==> config.mk <==
export PLATFORM = sky130hd
export DESIGN_NAME = alu_seq_flat
export DESIGN_NICKNAME = d
export VERILOG_FILES = /design/src/rtl/alu_seq_if.sv /design/src/rtl/alu_seq.sv /design/src/flat_wrapper.sv
export SDC_FILE = /design/constraint.sdc
export NUM_CORES = 1
export LEC_CHECK = 0
export ABC_AREA = 1
export BUFFER_PORTS_ARGS = -buffer_cell sky130_fd_sc_hd__buf_2
export CORE_MARGIN = 8
export CORE_UTILIZATION = 57
export CTS_BUF_LIST = sky130_fd_sc_hd__clkbuf_4 sky130_fd_sc_hd__clkbuf_8 sky130_fd_sc_hd__clkbuf_16
export CTS_CLUSTER_DIAMETER = 40
export DETAILED_ROUTE_END_ITERATION = 12
export GPL_TIMING_DRIVEN = 0
export PLACE_DENSITY = 0.82
export SYNTH_ARGS = -nofsm -noshare
export SYNTH_HDL_FRONTEND = slang
export SYNTH_SLANG_ARGS = --single-unit
==> constraint.sdc <==
create_clock -name clk -period 2 [get_ports clk]
set_input_delay 0.3 -clock clk [delete_from_list [all_inputs] [get_ports clk]]
set_output_delay 0.3 -clock clk [all_outputs]
set_load 0.03 [all_outputs]
==> src/rtl/alu_seq_if.sv <==
// Handshake and operand/result bundle for the sequential ALU.
// master drives requests, slave (the ALU) returns results.
interface alu_seq_if #(
    parameter int bits = 8
);
    logic            start;
    logic            ready;
    logic [bits-1:0] ALUA;
    logic [bits-1:0] ALUB;
    logic            ALUFlagIn;
    logic [3:0]      ALUControl;
    logic [bits-1:0] ALUResult;
    logic            C;
    logic            ALUFlags;
    logic            done;

    modport master (
        output start, ALUA, ALUB, ALUFlagIn, ALUControl,
        input  ready, ALUResult, C, ALUFlags, done
    );

    modport slave (
        input  start, ALUA, ALUB, ALUFlagIn, ALUControl,
        output ready, ALUResult, C, ALUFlags, done
    );
endinterface

==> src/rtl/alu_seq.sv <==
// Registered ALU: one-cycle logic/arith ops, shifts one bit per clock.
// Define ALU_ROTATE_EN to add ROL (code A) and ROR (code B).
module alu_seq #(
    parameter int bits = 8
) (
    input  logic        clk,
    input  logic        rst,
    alu_seq_if.slave    bus
);
    localparam int CW = $clog2(bits + 1);
    localparam logic [bits:0]   BITS_W = (bits + 1)'(bits);
    localparam logic [CW-1:0]   N_MAX  = CW'(bits);
    localparam logic [CW-1:0]   CNT_1  = CW'(1);

    typedef enum logic [1:0] {IDLE, SHIFT, DONE} state_t;

    state_t          state_q, state_d;
    logic [bits-1:0] work_q, work_d;
    logic [CW-1:0]   cnt_q, cnt_d;
    logic [3:0]      op_q, op_d;
    logic            fill_q, fill_d;
    logic [bits-1:0] res_q, res_d;
    logic            c_q, c_d;
    logic            z_q, z_d;

    logic [bits:0]   sum;
    logic [bits-1:0] one_r;
    logic            one_c;
    logic [CW-1:0]   n;
    logic [bits-1:0] step;
    logic            step_out;
    logic            in_bit;
    logic            left;
    logic            rot;

    function automatic logic is_shift(input logic [3:0] op);
`ifdef ALU_ROTATE_EN
        return (op == 4'h8) || (op == 4'h9) ||
               (op == 4'hA) || (op == 4'hB);
`else
        return (op == 4'h8) || (op == 4'h9);
`endif
    endfunction

    always_comb begin
        sum   = '0;
        one_r = '0;
        one_c = 1'b0;
        unique case (bus.ALUControl)
            4'h0: one_r = bus.ALUA & bus.ALUB;
            4'h1: one_r = bus.ALUA | bus.ALUB;
            4'h2: begin
                sum   = {1'b0, bus.ALUA} + {1'b0, bus.ALUB}
                      + {{bits{1'b0}}, bus.ALUFlagIn};
                one_r = sum[bits-1:0];
                one_c = sum[bits];
            end
            4'h3: begin
                sum   = {1'b0, bus.ALUA} + {{bits{1'b0}}, 1'b1};
                one_r = sum[bits-1:0];
                one_c = sum[bits];
            end
            4'h4: begin
                sum   = {1'b0, bus.ALUA} - {{bits{1'b0}}, 1'b1};
                one_r = sum[bits-1:0];
                one_c = sum[bits];
            end
            4'h5: one_r = ~bus.ALUA;
            4'h6: begin
                sum   = {1'b0, bus.ALUA} - {1'b0, bus.ALUB};
                one_r = sum[bits-1:0];
                one_c = sum[bits];
            end
            4'h7: one_r = bus.ALUA ^ bus.ALUB;
            default: ;
        endcase
    end

    assign n = ({1'b0, bus.ALUB} >= BITS_W) ? N_MAX : CW'(bus.ALUB);

    // Rotates feed the bit leaving one end back in at the other end.
    always_comb begin
        left = (op_q == 4'h8) || (op_q == 4'hA);
        rot  = (op_q == 4'hA) || (op_q == 4'hB);
        if (left) begin
            in_bit   = rot ? work_q[bits-1] : fill_q;
            step     = {work_q[bits-2:0], in_bit};
            step_out = work_q[bits-1];
        end else begin
            in_bit   = rot ? work_q[0] : fill_q;
            step     = {in_bit, work_q[bits-1:1]};
            step_out = work_q[0];
        end
    end

    always_comb begin
        state_d = state_q;
        work_d  = work_q;
        cnt_d   = cnt_q;
        op_d    = op_q;
        fill_d  = fill_q;
        res_d   = res_q;
        c_d     = c_q;
        z_d     = z_q;
        unique case (state_q)
            IDLE: begin
                if (bus.start) begin
                    op_d    = bus.ALUControl;
                    fill_d  = bus.ALUFlagIn;
                    state_d = DONE;
                    if (is_shift(bus.ALUControl)) begin
                        if (n == '0) begin
                            res_d = bus.ALUA;
                            c_d   = 1'b0;
                            z_d   = (bus.ALUA == '0);
                        end else begin
                            work_d  = bus.ALUA;
                            cnt_d   = n;
                            state_d = SHIFT;
                        end
                    end else begin
                        res_d = one_r;
                        c_d   = one_c;
                        z_d   = (one_r == '0);
                    end
                end
            end
            SHIFT: begin
                work_d = step;
                cnt_d  = cnt_q - CNT_1;
                if (cnt_q == CNT_1) begin
                    res_d   = step;
                    c_d     = step_out;
                    z_d     = (step == '0);
                    state_d = DONE;
                end
            end
            DONE:    state_d = IDLE;
            default: state_d = IDLE;
        endcase
    end

    always_ff @(posedge clk or posedge rst) begin
        if (rst) begin
            state_q <= IDLE;
            work_q  <= '0;
            cnt_q   <= '0;
            op_q    <= '0;
            fill_q  <= 1'b0;
            res_q   <= '0;
            c_q     <= 1'b0;
            z_q     <= 1'b0;
        end else begin
            state_q <= state_d;
            work_q  <= work_d;
            cnt_q   <= cnt_d;
            op_q    <= op_d;
            fill_q  <= fill_d;
            res_q   <= res_d;
            c_q     <= c_d;
            z_q     <= z_d;
        end
    end

    assign bus.ready     = (state_q == IDLE);
    assign bus.done      = (state_q == DONE);
    assign bus.ALUResult = res_q;
    assign bus.C         = c_q;
    assign bus.ALUFlags  = z_q;
endmodule

==> src/flat_wrapper.sv <==
// flat-port wrapper written by rule: the top's interface ports become plain ports
module alu_seq_flat 
#(
    parameter int bits = 8
)
  (clk, rst, bus_start, bus_ALUA, bus_ALUB, bus_ALUFlagIn, bus_ALUControl, bus_ready, bus_ALUResult, bus_C, bus_ALUFlags, bus_done);
  alu_seq_if #(.bits(bits)) bus_i ();
  input  logic clk;
  input  logic rst;
  input wire logic [$bits(bus_i.start)-1:0] bus_start;
  input wire logic [$bits(bus_i.ALUA)-1:0] bus_ALUA;
  input wire logic [$bits(bus_i.ALUB)-1:0] bus_ALUB;
  input wire logic [$bits(bus_i.ALUFlagIn)-1:0] bus_ALUFlagIn;
  input wire logic [$bits(bus_i.ALUControl)-1:0] bus_ALUControl;
  output wire logic [$bits(bus_i.ready)-1:0] bus_ready;
  output wire logic [$bits(bus_i.ALUResult)-1:0] bus_ALUResult;
  output wire logic [$bits(bus_i.C)-1:0] bus_C;
  output wire logic [$bits(bus_i.ALUFlags)-1:0] bus_ALUFlags;
  output wire logic [$bits(bus_i.done)-1:0] bus_done;
  assign bus_i.start = bus_start;
  assign bus_i.ALUA = bus_ALUA;
  assign bus_i.ALUB = bus_ALUB;
  assign bus_i.ALUFlagIn = bus_ALUFlagIn;
  assign bus_i.ALUControl = bus_ALUControl;
  assign bus_ready = bus_i.ready;
  assign bus_ALUResult = bus_i.ALUResult;
  assign bus_C = bus_i.C;
  assign bus_ALUFlags = bus_i.ALUFlags;
  assign bus_done = bus_i.done;
  alu_seq #(.bits(bits)) u_core (.clk(clk), .rst(rst), .bus(bus_i));
endmodule
After elaboration in Yosys (flattened, before gate mapping) --
Index checks and enable logic that the tools add are counted.
Storage, ports and cells: word-level logic and storage cells 88, register bits 29, input bits 24, output and inout bits 12
Operators by class: eq/ne operators 20, add/sub/neg operators 6, reduce and logical (&&, ||, !) cells 14, multiplexer cells 35, $lt $le $gt $ge 1, bitwise logic cells 4
Operator list (number):
- two-way mux 8 bit | 8
- case mux 8 bit (8 select lines) | 1
- case mux 8 bit (2 select lines) | 2
- logical NOT 8 bit | 3
- == test 4 bit (second input constant) | 5
- == test 4 x 3 -> 1 bit (second input constant) | 4
- two-way mux 4 bit | 4
- two-way mux 1 bit | 11
- adder 8 x 1 -> 9 bit (second input constant) | 1
- adder 8 x 8 -> 9 bit | 1
- adder 9 x 1 -> 9 bit | 1
- subtractor 8 x 1 -> 9 bit (second input constant) | 1
- subtractor 8 x 8 -> 9 bit | 1
- bitwise AND 8 bit | 1
- == test 4 x 1 -> 1 bit (second input constant) | 2
- == test 4 x 2 -> 1 bit (second input constant) | 2
- >= comparator 8 x 4 -> 1 bit (second input constant) | 1
- logical NOT 4 bit | 2
- two-way mux 2 bit | 4
- NOT 8 bit | 1
- bitwise OR 8 bit | 1
- case mux 4 bit (2 select lines) | 1
- AND reduction 4 bit | 2
- bitwise XOR 8 bit | 1
- other kinds (13) | 19

Logic depth before layout (Yosys ltp) --
depth after elaboration 7, depth in mapped cells 17, gate-level depth less buffers 16

Worst setup path after synthesis --
OpenSTA, ideal clock, no wires.
kind input port to flip-flop, start point in bus_ALUA[2], end point reg u_core.z_q, in the netlist u_core.bus.ALUFlags, arrival 1950 ps, buffers on the path 2, stages on the path 16, slack -27 ps, required time 1923 ps, library setup time 77 ps, cells stage by stage buf_2 -> inv_1 -> ha_1 -> buf_2 -> inv_1 -> o21ai_1 -> nand3_1 -> nand2_1 -> nand2_1 -> nand3_1 -> nand3_1 -> nor2_1 -> nand3_1 -> nand2_1 -> nand2_1 -> a21oi_1
Between the ends: word-level cells in the longest chain between the ends 7, elaborated cells between the ends (all ways) 16, classes of those cells add/sub: 5; mux: 5; bitwise: 4; reduce/logical: 2
Ends and longest elaborated chain:
- start: declaration | line flat_wrapper.sv:11 | input wire logic [$bits(bus_i.ALUA)-1:0] bus_ALUA;
- adder 8 x 8 -> 9 bit | line alu_seq.sv:53 | sum = {1'b0, bus.ALUA} + {1'b0, bus.ALUB}
- adder 9 x 1 -> 9 bit | line alu_seq.sv:54 | + {{bits{1'b0}}, bus.ALUFlagIn};
- case mux 8 bit (8 select lines) | line alu_seq.sv:49 | unique case (bus.ALUControl)
- logical NOT 8 bit | line alu_seq.sv:124 | z_d = (one_r == '0);
- two-way mux 1 bit * | line alu_seq.sv:111 | if (is_shift(bus.ALUControl)) begin
- two-way mux 1 bit * | line alu_seq.sv:107 | if (bus.start) begin
- case mux 1 bit (2 select lines) * | line alu_seq.sv:105 | unique case (state_q)
- end signal: assignment | line alu_seq.sv:161 | z_q <= z_d;
- end: declaration | line alu_seq.sv:24 | logic z_q, z_d;
Mark *: on every way between the ends. The rest lies on a longest branch, timed or not. The select of a mux whose other input is x is not followed. A chain may end at the register's enable or synchronous reset.

Final worst setup path --
start point in bus_ALUFlagIn, end point reg u_core.z_q, in the netlist u_core.bus.ALUFlags
Between the ends: word-level cells in the longest chain between the ends 6
Ends and longest elaborated chain:
- start: declaration | line flat_wrapper.sv:13 | input wire logic [$bits(bus_i.ALUFlagIn)-1:0] bus_ALUFlagIn;
- adder 9 x 1 -> 9 bit | line alu_seq.sv:54
- case mux 8 bit (8 select lines) | line alu_seq.sv:49
- logical NOT 8 bit | line alu_seq.sv:124
- two-way mux 1 bit | line alu_seq.sv:111
- two-way mux 1 bit | line alu_seq.sv:107
- case mux 1 bit (2 select lines) | line alu_seq.sv:105
Every way passes these cells. The select of a mux whose other input is x is not followed.

==> impl_metrics.py <==
metrics = {
    "setup_path": {
        "reg2regPathDepth": 7,
        "path_max_fanout": 3,
        "critPathLaunch": "bus_ALUFlagIn",
        "critPathRequiredTime_ns": 2.22,
        "crit_family": "simple AND/OR/NAND/NOR gates",
        "critPathBufInv": 2,
        "r2r-start": "u_core.op_q[2]$_DFFE_PP0P_",
        "cpPeakStageDelay_ns": 0.41,
        "slowest_stage": "fa_2",
        "path_cells": "buf_6, fa_2, inv_2, fa_2, o21ai_2, nand3_2, nand2_1, nand2_1, nand3_1, nand3_1, nor2_1, nand3_1, nand2_1, nand2_1, a21oi_2",
        "cp_common_cell": "nand2_1",
        "critPathKind": "in2reg",
        "crit_arrival_ns": 2.22,
        "start_kind": "input port",
        "end_kind": "flip-flop",
        "path_depth": 15,
    },
    "cts": {
        "htreeDepth": 2,
        "cts_tree": "done",
        "numCtsBuffers": 5,
        "clk_latency_ns": 0.28,
        "clock_path_buffers": 2,
        "cts-root-buf": "clkbuf_8",
        "clock-sinks": 29,
        "clk_pin_slew_ns": 0.06,
        "hold_buffers": 0,
    },
    "sta": {
        "rsz0062_at_grt": "true",
        "fmax_mhz": 498.5,
        "setup_tns_ns": -0.005952,
        "skew_ns": 0.006483,
        "hold_ws_ns": 0.2615,
        "post-route-period-util_pct": 100.3,
        "finalHoldViolCount": 0,
        "max-slew-margin-rel_pct": 29.61,
        "setup_viol": 1,
        "setup_ws_ns": -0.005952,
        "slew_viol_final": 0,
        "period_minus_slack_ns": 2.006,
        "tightest_slew_ns": 1.055,
    },
    "placed_design": {
        "dp_slack_ns": -0.5956,
        "dp_hpwl_um": 8118,
        "place_congestion": 0.9583,
        "io_buffers": 34,
    },
    "synth": {
        "yosys_warnings": 0,
        "async_flop_share_pct": 100.0,
        "netlist.area_leader.share_pct": 21.85,
        "netlist_area_um2": 3322,
        "synth.most_common_cell": "nand2_1",
        "synthFlopType": "dfrtp_1",
        "syn_inst": 546,
        "syn_nets": 602,
        "synth_largest_area_cell": "dfrtp_1",
        "synth_common_cells": "nand2_1, inv_1, nor2_1",
        "avgSynthCellArea_um2": 6.084,
        "ys_ff_latch": 29,
        "ys_types": 34,
        "ys_top_cells_by_area": "dfrtp_1, nand2_1, ha_1",
        "synth_edf_count": 0,
        "ys_seq_area_share_pct": 21.85,
    },
    "die": {
        "start_util_pct": 57.47,
        "die_h_um": 92.34,
        "die_area_um2": 8527,
        "ioPinCount": 36,
        "die_w_um": 92.34,
        "core_region_area_um2": 5781,
        "row_count": 28,
    },
    "route": {
        "drtIter0Drc": 212,
        "postRouteAntennaNets": 0,
        "drt-wirelength-per-cell_um": 15.57,
        "drc": 0,
        "via_per_inst": 5.709,
        "detail_route.first_pass.iterations": 5,
        "wirelength_um": 10380,
        "dr_total_vias": 3808,
    },
    "status": {
        "status": "complete, but fails checks",
        "violations": "setup timing",
    },
    "pwr": {
        "combPwrFrac_pct": 53.9,
        "leakage_nw": 2.009,
        "power.share.clock_pct": 18.0,
        "intPower_mw": 1.901,
        "power.density_nw_per_um2": 915.1,
        "p_sw_share_pct": 46.87,
        "vdd_drop_max_v": 0.0008051,
        "pwr-share-seq_pct": 28.2,
        "p_switching_mw": 1.678,
    },
    "global_routing": {
        "grt_pass1_wl_um": 16750,
        "overflow": 0,
        "antenna_found_initial": 0,
        "grt_usage_pct": 24.03,
        "grt_max_degree": 30,
        "grt_pass1_vias": 3557,
    },
    "layout": {
        "area_growth_syn_to_layout_pct": 17.74,
        "layout-drive-gt1-share_pct": 18.41,
        "diodes": 0,
        "multi_input_area_um2": 2352,
        "register_area_um2": 725.7,
        "fillers": 544,
        "finish.net_count": 647,
    },
    "hold_path": {
        "hold_class": "in2async",
    },
    "flow_run": {
        "drv_cap": 0,
    },
}
-- power by group through the flow --
| stage | Combinational, mW | Clock [mW] | Sequential, mW |
|---|---|---|---|
| floorplan | 1.15 | 0 | 1.16 |
| global placement | 1.78 | 0 | 0.998 |
| detailed placement | 1.81 | 0 | 1.01 |
| CTS | 1.84 | 0.647 | 1.00 |
| global route | 2.13 | 0.683 | 1.04 |
| finish | 1.93 | 0.643 | 1.01 |
-- sequential cells by signal, summed over array words and instances, names as in the netlist --
signal and count:
u_core.fill_q 1, u_core.cnt_q 4, u_core.bus.ALUFlags 1, u_core.op_q 4
u_core.bus.C 1, u_core.state_q 2, u_core.work_q 8, u_core.bus.ALUResult 8
-- cells by family after synthesis --
group	synth area share (%)
xor gates and xnor gates	1.055
buffers and inverters	10.43
AOI/OAI and AO/OA	13.63
muxes	0.3390
and+or+nand+nor	39.96
adders and majority gates	12.73
DFF	21.85
-- final timing paths --
path	to	slack, ns
setup / recovery	u_core.bus.ALUFlags$_DFFE_PP0P_	-0.006
hold / removal	u_core.cnt_q[3]$_DFFE_PP0P_	0.26
setup reg to reg	u_core.bus.ALUFlags$_DFFE_PP0P_	0.13
hold reg to reg	u_core.bus.ALUResult[4]$_DFFE_PP0P_	0.48
max in group asynchronous	u_core.bus.ALUResult[4]$_DFFE_PP0P_	1.09
min in group clk	u_core.fill_q$_DFFE_PP0P_	0.27
-- placed cells by master (no fill, tap or decap), types with 3 or more instances in the layout --
cell type	count
nand2_2	7
clkinvlp_4	3
or2_2	3
nand2_1	152
a31oi_1	6
buf_4	9
o211ai_1	3
nand4_1	9
inv_1	56
buf_2	32
clkbuf_4	3
xnor2_1	3
clkbuf_8	6
nor2_1	59
a21oi_1	16
o21a_1	3
o22ai_1	3
fa_2	3
ha_1	27
o21ai_1	5
nor2_2	9
o21ai_0	37
nand3_1	58
nor3_1	8
dfrtp_1	29
a21oi_2	3
inv_2	11
buf_6	4
-- timing repair --
action / 4_1_cts / 5_1_grt
endpoints found under the setup margin: 7 / 14
setup buffers: 2 / 4
resized for setup: 18 / 40
pin swaps: 3 / 15
-- per-layer routing --
metal	track usage, %	vias up	routed length [µm]
met2	41.60	152	5099
met3	3.074	24	555
met5	0	-	0
li1	-	1861	-
met4	11.14	0	280
met1	28.93	1771	4448
-- area by class of cell --
type                    count  area share (%)
clock inverters             1          0.7678
well taps                  75           2.399
inverters                  72           7.262
multi-input cells         431           60.14
repair buffers             40           6.654
flip-flops and latches     29           18.55
clock buffers               7           2.303
plain buffers              12           1.919
-- metrics by stage --
| stage | total power [mW] | area (µm²) | utilization (%) | std cells |
|---|---|---|---|---|
| floorplan | 2.306 | 3329 | - | 546 |
| CTS | 3.486 | 3756 | 64.98 | 663 |
| global placement | 2.774 | 3593 | 62.16 | 655 |
| finish | 3.579 | 3911 | 67.66 | 667 |
| detailed placement | 2.819 | 3593 | 62.16 | 655 |
| global route | 3.853 | 3911 | 67.66 | 667 |
(Power assumes the default switching activity.)
